--- config.mk ---
export PLATFORM = sky130hd
export DESIGN_NAME = alu_seq
export DESIGN_NICKNAME = d
export VERILOG_FILES = /design/src/rtl/alu_pkg.sv /design/src/rtl/alu_flags.sv /design/src/rtl/alu_seq.sv
export SDC_FILE = /design/constraint.sdc
export NUM_CORES = 1
export LEC_CHECK = 0
export BUFFER_PORTS_ARGS = -buffer_cell sky130_fd_sc_hd__buf_4
export CAP_MARGIN = 20
export CORE_MARGIN = 5
export CORE_UTILIZATION = 55
export DETAILED_ROUTE_END_ITERATION = 16
export GPL_ROUTABILITY_DRIVEN = 0
export PLACE_DENSITY = 0.88
export SYNTH_ARGS = -nofsm -noshare
export SYNTH_HDL_FRONTEND = slang
export SYNTH_SLANG_ARGS = --single-unit
--- constraint.sdc ---
create_clock -name CLK -period 3.15 [get_ports CLK]
set_input_delay 0 -clock CLK [delete_from_list [all_inputs] [get_ports CLK]]
set_output_delay 0 -clock CLK [all_outputs]
set_load 0.01 [all_outputs]
--- src/rtl/alu_pkg.sv ---
// ============================================================================
//  Module   : alu_pkg
//  Desc     : Shared opcodes, FSM state, op-class and flag bundle types for
//             the sequential ALU.
//  Revision : 1.0  initial release
// ============================================================================
`default_nettype none

package alu_pkg;

  localparam logic [2:0] c_OP_ADD = 3'b000;
  localparam logic [2:0] c_OP_SUB = 3'b001;
  localparam logic [2:0] c_OP_SRA = 3'b010;
  localparam logic [2:0] c_OP_SRL = 3'b011;
  localparam logic [2:0] c_OP_SLL = 3'b100;
  localparam logic [2:0] c_OP_AND = 3'b101;
  localparam logic [2:0] c_OP_OR  = 3'b110;
  localparam logic [2:0] c_OP_MUL = 3'b111;

  typedef enum logic [1:0] {
    IDLE = 2'd0,
    BUSY = 2'd1,
    DONE = 2'd2
  } state_t;

  // Selects which of carry/overflow are meaningful for a result
  typedef enum logic [2:0] {
    CLS_ARITH = 3'd0,
    CLS_SHIFT = 3'd1,
    CLS_LOGIC = 3'd2,
    CLS_MUL   = 3'd3,
    CLS_ILL   = 3'd4
  } opcls_t;

  typedef struct packed {
    logic c;
    logic v;
    logic n;
    logic z;
  } flags_t;

endpackage

`default_nettype wire

--- src/rtl/alu_flags.sv ---
// ============================================================================
//  Module   : alu_flags
//  Desc     : Combinational C/V/N/Z generation from a result, its raw carry
//             and overflow, and the class of the operation that produced it.
//  Revision : 1.0  initial release
// ============================================================================
`default_nettype none

module alu_flags
  import alu_pkg::*;
#(
  parameter int WIDTH = 8
) (
  input  logic [WIDTH-1:0] i_y,
  input  logic             i_carry,
  input  logic             i_ovf,
  input  opcls_t           i_cls,
  output flags_t           o_flags
);

  // Mask carry/overflow by op class; illegal ops report a forced zero result
  always_comb begin
    o_flags.n = i_y[WIDTH-1];
    o_flags.z = (i_y == '0);
    o_flags.c = 1'b0;
    o_flags.v = 1'b0;
    case (i_cls)
      CLS_ARITH, CLS_MUL: begin
        o_flags.c = i_carry;
        o_flags.v = i_ovf;
      end
      CLS_SHIFT: begin
        o_flags.c = i_carry;
      end
      CLS_ILL: begin
        o_flags.n = 1'b0;
        o_flags.z = 1'b1;
      end
      default: begin
        o_flags.c = 1'b0;
        o_flags.v = 1'b0;
      end
    endcase
  end

endmodule

`default_nettype wire

--- src/rtl/alu_seq.sv ---
// ============================================================================
//  Module   : alu_seq
//  Desc     : Handshaked sequential ALU. Add/sub/logic complete on the accept
//             edge; shifts advance one bit per cycle; optional shift-add
//             multiply (define ALU_SEQ_MUL_EN) takes WIDTH cycles. Result,
//             flags and ERR are registered and held while OUT_VALID is high.
//  Revision : 1.0  initial release
// ============================================================================
`default_nettype none

module alu_seq
  import alu_pkg::*;
#(
  parameter int WIDTH = 8,
  parameter int SHW   = $clog2(WIDTH)
) (
  input  logic             CLK,
  input  logic             RESET,
  input  logic             IN_VALID,
  output logic             IN_READY,
  input  logic [2:0]       OP,
  input  logic [WIDTH-1:0] A,
  input  logic [WIDTH-1:0] B,
  output logic             OUT_VALID,
  input  logic             OUT_READY,
  output logic [WIDTH-1:0] Y,
  output logic             C,
  output logic             V,
  output logic             N,
  output logic             Z,
  output logic             ERR
);

  localparam logic [SHW-1:0] c_MUL_STEPS = SHW'(WIDTH - 1);

  state_t           r_state;
  state_t           w_state_next;
  logic [2:0]       r_op;
  logic [WIDTH-1:0] r_sh;
  logic [SHW-1:0]   r_cnt;
  logic [WIDTH-1:0] r_y;
  flags_t           r_flags;
  logic             r_err;

  logic             w_idle;
  logic             w_busy;
  logic             w_accept;
  logic [2:0]       w_op;
  logic [SHW-1:0]   w_amt;
  logic             w_is_shift;
  logic             w_is_mul;
  logic             w_single;
  logic             w_last_step;
  logic             w_load_result;

  logic [WIDTH-1:0] w_sh_src;
  logic [WIDTH-1:0] w_sh_step;
  logic             w_sh_co;

  logic [WIDTH:0]   w_sum;
  logic [WIDTH-1:0] w_diff;
  logic             w_add_v;
  logic             w_sub_v;

  logic [WIDTH-1:0] w_mul_lo;
  logic             w_mul_hi_nz;

  logic [WIDTH-1:0] w_res_y;
  logic             w_res_c;
  logic             w_res_v;
  logic             w_res_err;
  opcls_t           w_res_cls;
  flags_t           w_flags;

  assign w_idle   = (r_state == IDLE);
  assign w_busy   = (r_state == BUSY);
  assign w_accept = w_idle && IN_VALID;

  // Live inputs are only consulted on the accept edge; afterwards the latched copy rules
  assign w_op  = w_idle ? OP : r_op;
  assign w_amt = B[SHW-1:0];

  assign w_is_shift = (w_op == c_OP_SRA) || (w_op == c_OP_SRL) || (w_op == c_OP_SLL);

  // Amounts 0 and 1 finish on the accept edge, so shift latency is max(k,1)
  assign w_single    = !(w_is_shift || w_is_mul) || (w_is_shift && (w_amt <= SHW'(1)));
  assign w_last_step = w_busy && (r_cnt == SHW'(1));

  assign w_load_result = (w_accept && w_single) || w_last_step;

  // The accept edge performs the first shift step, BUSY performs the rest
  assign w_sh_src = w_idle ? A : r_sh;

  // One-bit shift step shared by all three shift ops
  always_comb begin
    w_sh_step = w_sh_src;
    w_sh_co   = 1'b0;
    case (w_op)
      c_OP_SRA: begin
        w_sh_step = {w_sh_src[WIDTH-1], w_sh_src[WIDTH-1:1]};
        w_sh_co   = w_sh_src[0];
      end
      c_OP_SRL: begin
        w_sh_step = {1'b0, w_sh_src[WIDTH-1:1]};
        w_sh_co   = w_sh_src[0];
      end
      c_OP_SLL: begin
        w_sh_step = {w_sh_src[WIDTH-2:0], 1'b0};
        w_sh_co   = w_sh_src[WIDTH-1];
      end
      default: begin
        w_sh_step = w_sh_src;
        w_sh_co   = 1'b0;
      end
    endcase
  end

  assign w_sum   = {1'b0, A} + {1'b0, B};
  assign w_diff  = A - B;
  assign w_add_v = (A[WIDTH-1] == B[WIDTH-1]) && (w_sum[WIDTH-1] != A[WIDTH-1]);
  assign w_sub_v = (A[WIDTH-1] != B[WIDTH-1]) && (w_diff[WIDTH-1] != A[WIDTH-1]);

`ifdef ALU_SEQ_MUL_EN
  logic [2*WIDTH-1:0] r_acc;
  logic [2*WIDTH-1:0] r_mc;
  logic [WIDTH-1:0]   r_mb;
  logic [2*WIDTH-1:0] w_acc_src;
  logic [2*WIDTH-1:0] w_mc_src;
  logic [2*WIDTH-1:0] w_acc_next;
  logic               w_mb0;

  assign w_is_mul   = (w_op == c_OP_MUL);
  assign w_acc_src  = w_idle ? '0 : r_acc;
  assign w_mc_src   = w_idle ? {{WIDTH{1'b0}}, A} : r_mc;
  assign w_mb0      = w_idle ? B[0] : r_mb[0];
  assign w_acc_next = w_acc_src + (w_mb0 ? w_mc_src : '0);

  assign w_mul_lo    = w_acc_next[WIDTH-1:0];
  assign w_mul_hi_nz = |w_acc_next[2*WIDTH-1:WIDTH];

  // Shift-add multiplier: one partial product per cycle, bit 0 on the accept edge
  always_ff @(posedge CLK) begin
    if (RESET) begin
      r_acc <= '0;
      r_mc  <= '0;
      r_mb  <= '0;
    end else if (w_accept || w_busy) begin
      r_acc <= w_acc_next;
      r_mc  <= w_mc_src << 1;
      r_mb  <= (w_idle ? B : r_mb) >> 1;
    end
  end
`else
  assign w_is_mul    = 1'b0;
  assign w_mul_lo    = '0;
  assign w_mul_hi_nz = 1'b0;
`endif

  // Select the result that gets registered on the finishing edge
  always_comb begin
    w_res_y   = '0;
    w_res_c   = 1'b0;
    w_res_v   = 1'b0;
    w_res_err = 1'b0;
    w_res_cls = CLS_ILL;
    case (w_op)
      c_OP_ADD: begin
        w_res_y   = w_sum[WIDTH-1:0];
        w_res_c   = w_sum[WIDTH];
        w_res_v   = w_add_v;
        w_res_cls = CLS_ARITH;
      end
      c_OP_SUB: begin
        w_res_y   = w_diff;
        w_res_c   = (A >= B);
        w_res_v   = w_sub_v;
        w_res_cls = CLS_ARITH;
      end
      c_OP_SRA, c_OP_SRL, c_OP_SLL: begin
        w_res_cls = CLS_SHIFT;
        if (w_idle && (w_amt == '0)) begin
          w_res_y = A;
          w_res_c = 1'b0;
        end else begin
          w_res_y = w_sh_step;
          w_res_c = w_sh_co;
        end
      end
      c_OP_AND: begin
        w_res_y   = A & B;
        w_res_cls = CLS_LOGIC;
      end
      c_OP_OR: begin
        w_res_y   = A | B;
        w_res_cls = CLS_LOGIC;
      end
      default: begin
        if (w_is_mul) begin
          w_res_y   = w_mul_lo;
          w_res_c   = w_mul_hi_nz;
          w_res_v   = w_mul_hi_nz;
          w_res_cls = CLS_MUL;
        end else begin
          w_res_err = 1'b1;
          w_res_cls = CLS_ILL;
        end
      end
    endcase
  end

  alu_flags #(
    .WIDTH (WIDTH)
  ) u_flags (
    .i_y     (w_res_y),
    .i_carry (w_res_c),
    .i_ovf   (w_res_v),
    .i_cls   (w_res_cls),
    .o_flags (w_flags)
  );

  // State register
  always_ff @(posedge CLK) begin
    if (RESET) begin
      r_state <= IDLE;
    end else begin
      r_state <= w_state_next;
    end
  end

  // Next-state logic
  always_comb begin
    w_state_next = r_state;
    case (r_state)
      IDLE: begin
        if (IN_VALID) begin
          w_state_next = w_single ? DONE : BUSY;
        end
      end
      BUSY: begin
        if (r_cnt == SHW'(1)) begin
          w_state_next = DONE;
        end
      end
      DONE: begin
        if (OUT_READY) begin
          w_state_next = IDLE;
        end
      end
      default: begin
        w_state_next = IDLE;
      end
    endcase
  end

  // Operand latch, step counter and registered result
  always_ff @(posedge CLK) begin
    if (RESET) begin
      r_op    <= '0;
      r_sh    <= '0;
      r_cnt   <= '0;
      r_y     <= '0;
      r_flags <= '0;
      r_err   <= 1'b0;
    end else begin
      if (w_accept) begin
        r_op  <= OP;
        r_cnt <= w_is_mul ? c_MUL_STEPS : (w_amt - SHW'(1));
      end else if (w_busy) begin
        r_cnt <= r_cnt - SHW'(1);
      end
      if (w_accept || w_busy) begin
        r_sh <= w_sh_step;
      end
      if (w_load_result) begin
        r_y     <= w_res_y;
        r_flags <= w_flags;
        r_err   <= w_res_err;
      end
    end
  end

  assign IN_READY  = w_idle;
  assign OUT_VALID = (r_state == DONE);
  assign Y         = r_y;
  assign C         = r_flags.c;
  assign V         = r_flags.v;
  assign N         = r_flags.n;
  assign Z         = r_flags.z;
  assign ERR       = r_err;

endmodule

`default_nettype wire

## Word level (Yosys, flattened, before mapping)

Cells that the tools add are included.

| word-level totals | value |
|---|---|
| output and inout bits | 15 |
| word-level logic and storage cells | 85 |
| register bits after elaboration | 29 |
| input port bits | 23 |

| operators by class | value |
|---|---|
| mux-type cells | 21 |
| $add $sub $neg | 4 |
| order comparisons | 2 |
| bitwise operators | 2 |
| equal/unequal tests | 19 |
| reduce and logical (&&, ||, !) cells | 27 |

Operator list:

| kind | count |
|---|---|
| case mux 8 bit (5 select lines) | 1 |
| case mux 8 bit (3 select lines) | 1 |
| two-way mux 8 bit | 2 |
| == test 3 bit (second input constant) | 4 |
| two-way mux 2 bit | 5 |
| adder 8 x 8 -> 9 bit | 1 |
| == test 3 x 1 -> 1 bit (second input constant) | 3 |
| == test 3 x 2 -> 1 bit (second input constant) | 3 |
| logical NOT 3 bit | 3 |
| two-way mux 3 bit | 3 |
| case mux 3 bit (3 select lines) | 1 |
| bitwise AND 8 bit | 1 |
| >= comparator 8 bit | 1 |
| logical NOT 8 bit | 1 |
| OR 8 bit | 1 |
| OR reduction 2 bit | 4 |
| subtractor 8 bit | 1 |
| logical AND 1 bit | 7 |
| OR reduction 7 bit | 1 |
| case mux 2 bit (3 select lines) | 1 |
| OR reduction 3 bit | 2 |
| subtractor 3 x 1 -> 3 bit (second input constant) | 2 |
| logical OR 1 bit | 5 |
| two-way mux 1 bit | 4 |
| other kinds (13) | 17 |

## Logic depth before layout (Yosys ltp)

| depth | value |
|---|---|
| depth after elaboration | 10 |
| gate-level depth with buffers | 13 |
| mapped depth without buffers | 12 |

## Modules after synthesis

Synthesis repeated with hierarchy kept, for this count alone.

| second synthesis, totals | value |
|---|---|
| cells, all modules | 395 |
| area total of the unflattened synthesis | 3103.0 um^2 |

Modules (own cells, without submodules):

| module | instances | seq. area each (um^2) | area an instance (um^2) | cells an instance |
|---|---|---|---|---|
| alu_seq | 1 | 580.6 | 3015.4 | 386 |
| alu_flags | 1 | 0.0 | 87.6 | 9 |

## Worst setup path before layout

No wires, ideal clock.

| timing path | value |
|---|---|
| path kind | register to register |
| start point | reg r_state[0] |
| end point | reg r_flags, in the netlist Z |
| period minus slack after synthesis | 2.582 ns |
| library setup time | 0.103 ns |
| setup slack | 0.568 ns |
| arrival | 2.478 ns |
| stages on the path, launching flop included | 12 |
| required time | 3.047 ns |
| buffers on the path | 2 |
| cells stage by stage | dfxtp_1 buf_6 or2_1 buf_6 inv_12 mux2_4 mux2i_1 xor2_1 a211o_1 nor4_1 nand4_1 a2111oi_2 |

| on the way | value |
|---|---|
| word-level cells in the longest chain between the ends | 9 |
| elaborated cells between the ends (all ways) | 31 |
| classes of those cells | eq/ne (8); mux (7); reduce/logical (16) |

Ends and longest elaborated chain:

| what | line | RTL |
|---|---|---|
| from (decl) | alu_seq.sv:36 | `state_t r_state;` |
| from (signal assigned) | alu_seq.sv:226 | `r_state <= w_state_next;` |
| branches (longest 9 deep; another with case mux 8 bit (3 select lines)) | - |  |
| to (signal assigned) | alu_seq.sv:276 | `r_flags <= w_flags;` |
| to (decl) | alu_seq.sv:42 | `flags_t r_flags;` |

Parallel ways; which one is timed is not known.
A chain may end at the register's enable or synchronous reset.

## Final worst setup path

Ends and elaborated chain as after synthesis.

==> qor.yml <==
grt_pass1_wl_um: 12900
routed-via-count: 2970
start_kind: "register"
grt_pass1_vias: 2762
die_w_um: 82.3
wl_per_cell_um: 16.8
yosys.area.top_type_share: 0.202
crit_family: "simple AND/OR/NAND/NOR gates"
slew_headroom: 0.598
worst_pin_slew_ns: 0.591
p_switching_uw: 814
post_dp_cell_area_mm2: 0.00320
period_share: 0.928
cp-end-kind: "register"
synth_top_family_by_area: "compound AO/OA/AOI/OAI gates"
syn_inst: 370
synthXorXnorAreaFrac: 0.0243
synth_fa_ha_area_frac: 0.136
clock_sinks: 29
syn_avg_cell_area_um2: 7.78
path_class: "register to register"
synth_ff_type: "dfxtp_1"
yosysWarnings: 0
antenna_cells: 0
drive_gt1_frac: 0.178
clkTransAtPathRegs_ns: 0.07
skew_ns: 0.00777
drc: 0
fin_hold_ws_ns: 0.0213
setup_tns_ns: 0
row_count: 26
synth_compound_area_frac: 0.258
p_leak_uw: 0.00151
synth_cell_types: 70
p_sw_frac: 0.419
viasPerCell: 6.27
grt_setup_unrepaired: "no"
yosysSeqAreaShare: 0.202
max_cap_viol_count: 0
portBuffers: 37
postCtsHoldBufs: 0
die_y_um: 82.3
yosys.area_share.simple: 0.215
layout.nets: 456
clk_latency_ns: 0.28
final_core_util: 0.651
drt-initial-drc-count: 459
synthArstFlopShare: 0
grt_usage: 0.243
hold_violations: 0
cts_setup_buffers: 0
grt_antenna_before_repair: 0
grt_max_degree: 30
fmaxAchievable_ghz: 0.342
cp.required_ns: 3.33
path_buf_inv: 1
yosysTopAreaCell: "dfxtp_1"
powerDensity_mw_per_mm2: 584
synth_fp_nets: 423
synth.most_common_cell: "nor2_1"
min_period_ns: 2.92
cp_slowest_cell: "mux2i_2"
power_frac_seq: 0.258
synth.area.mux_share: 0.0896
power_frac_comb: 0.535
critPathMaxFanout: 27
setup_violations: 0
peakVddDrop_uv: 380
root_buffer: "clkbuf_8"
cts_resized: 0
synthTopCellsByArea: "dfxtp_1 (20%), ha_1 (12%), mux2i_1 (6.3%), nor2_1 (5.6%), a21oi_1 (3.8%)"
start_util: 0.563
io_pins: 38
cpPeakStageDelay_ns: 0.56
p_clk_frac: 0.207
coreArea_mm2: 0.00511
crit_arrival_ns: 3.11
wirelength_um: 7950
internal_power_uw: 1130
synth_seq_cells: 29
syn_area_mm2: 0.00288
hpwlAfterDp_um: 6110
run_status: "completed"
die_area_mm2: 0.00678
ant_nets: 0
htree_levels: 2
dr.pass1.iters: 7
crit_chain: "or2_1 > inv_12 > mux2i_2 > mux2i_1 > xnor2_1 > nand2_1 > nor4bb_1 > nand4_1 > a2111oi_2"
min_path_type: "primary input to register"
syn2layout_area_growth_pct: 15.6
synth_common_cells: "nor2_1 (43), dfxtp_1 (29), ha_1 (28), inv_1 (26), nand2_1 (26)"
synth_edf_count: 0
cts_buffers: 5
gr-total-overflow: 0
fin_area_mm2: 0.00333
cts_tree: "yes"
cts_buffer_depth: 2
drv_slew: 0
## worst paths after layout
kind                      startpoint                   end  slack, ns  depth (start not counted)
max          r_state[0]$_SDFFE_PP0P_        Z$_SDFFE_PP0P_       0.23                          9
min                            OP[2]  r_op[2]$_SDFFE_PP0P_       0.02                          3
max reg2reg  r_state[0]$_SDFFE_PP0P_        Z$_SDFFE_PP0P_       0.23                          9
min reg2reg           V$_SDFFE_PP0P_        V$_SDFFE_PP0P_       0.47                          2
## layout by cell type (no fill, tap or decap), types with 7 or more instances in the layout
cell and count:
a211oi_1 9, nor2_1 43, ha_1 28, buf_4 45
inv_1 26, a21oi_1 22, nand2_1 26, nand3_1 7
nor3_1 17, dfxtp_1 29, o21ai_0 16, mux2i_1 18
## power by group through the flow
| stage | clock network [µW] | logic, µW | registers [µW] |
|---|---|---|---|
| 3_3_place_gp | 0 | 990 | 507 |
| 6_report | 403 | 1040 | 501 |
| 4_1_cts | 411 | 1020 | 501 |
| 2_1_floorplan | 0 | 708 | 517 |
| 3_5_place_dp | 0 | 1010 | 508 |
| 5_1_grt | 432 | 1130 | 511 |
## registers in the layout (all words and copies together) (netlist names)
name     flops
C            1
ERR          1
N            1
V            1
Y            8
Z            1
r_cnt        3
r_op         3
r_sh         8
r_state      2
## metrics by stage
stage	std cells	setup WS (ns)	power, µW
2_1_floorplan	370	0.568	1220
3_3_place_gp	465	0.354	1500
3_5_place_dp	465	0.274	1520
4_1_cts	473	0.283	1930
5_1_grt	474	0.0583	2080
6_report	474	0.226	1940
## routing by layer
| metal | vias to the layer above | GRT usage | routed length, µm |
|---|---|---|---|
| met5 | - | 0 | 0 |
| met2 | 159 | 0.399 | 3680 |
| met1 | 1370 | 0.311 | 3350 |
| li1 | 1411 | - | - |
| met4 | 0 | 0.0997 | 293 |
| met3 | 30 | 0.0445 | 632 |
## logic make-up after synthesis
group / Yosys count
DFF: 29
buffers and inverters: 47
AOI/OAI and AO/OA: 106
muxes: 24
adders and majority gates: 30
xor gates and xnor gates: 8
and+or+nand+nor: 126
## area by class of cell
| class | count | area, µm² |
|---|---|---|
| multi-input cells | 294 | 2080 |
| fillers | 464 | 1780 |
| clock inverters | 2 | 37.5 |
| inverters | 27 | 114 |
| well taps | 70 | 87.6 |
| clock buffers | 6 | 82.6 |
| flip-flops and latches | 29 | 581 |
| repair buffers | 46 | 343 |
## worst reg2reg max path, stage by stage (launching register included)
cell and delay (ns):
dfxtp_1 0.31, or2_1 0.40, inv_12 0.22, mux2i_2 0.57, mux2i_1 0.31, xnor2_1 0.08, nand2_1 0.09, nor4bb_1 0.32
nand4_1 0.16, a2111oi_2 0.36
Power figures use the tool's default switching activity.
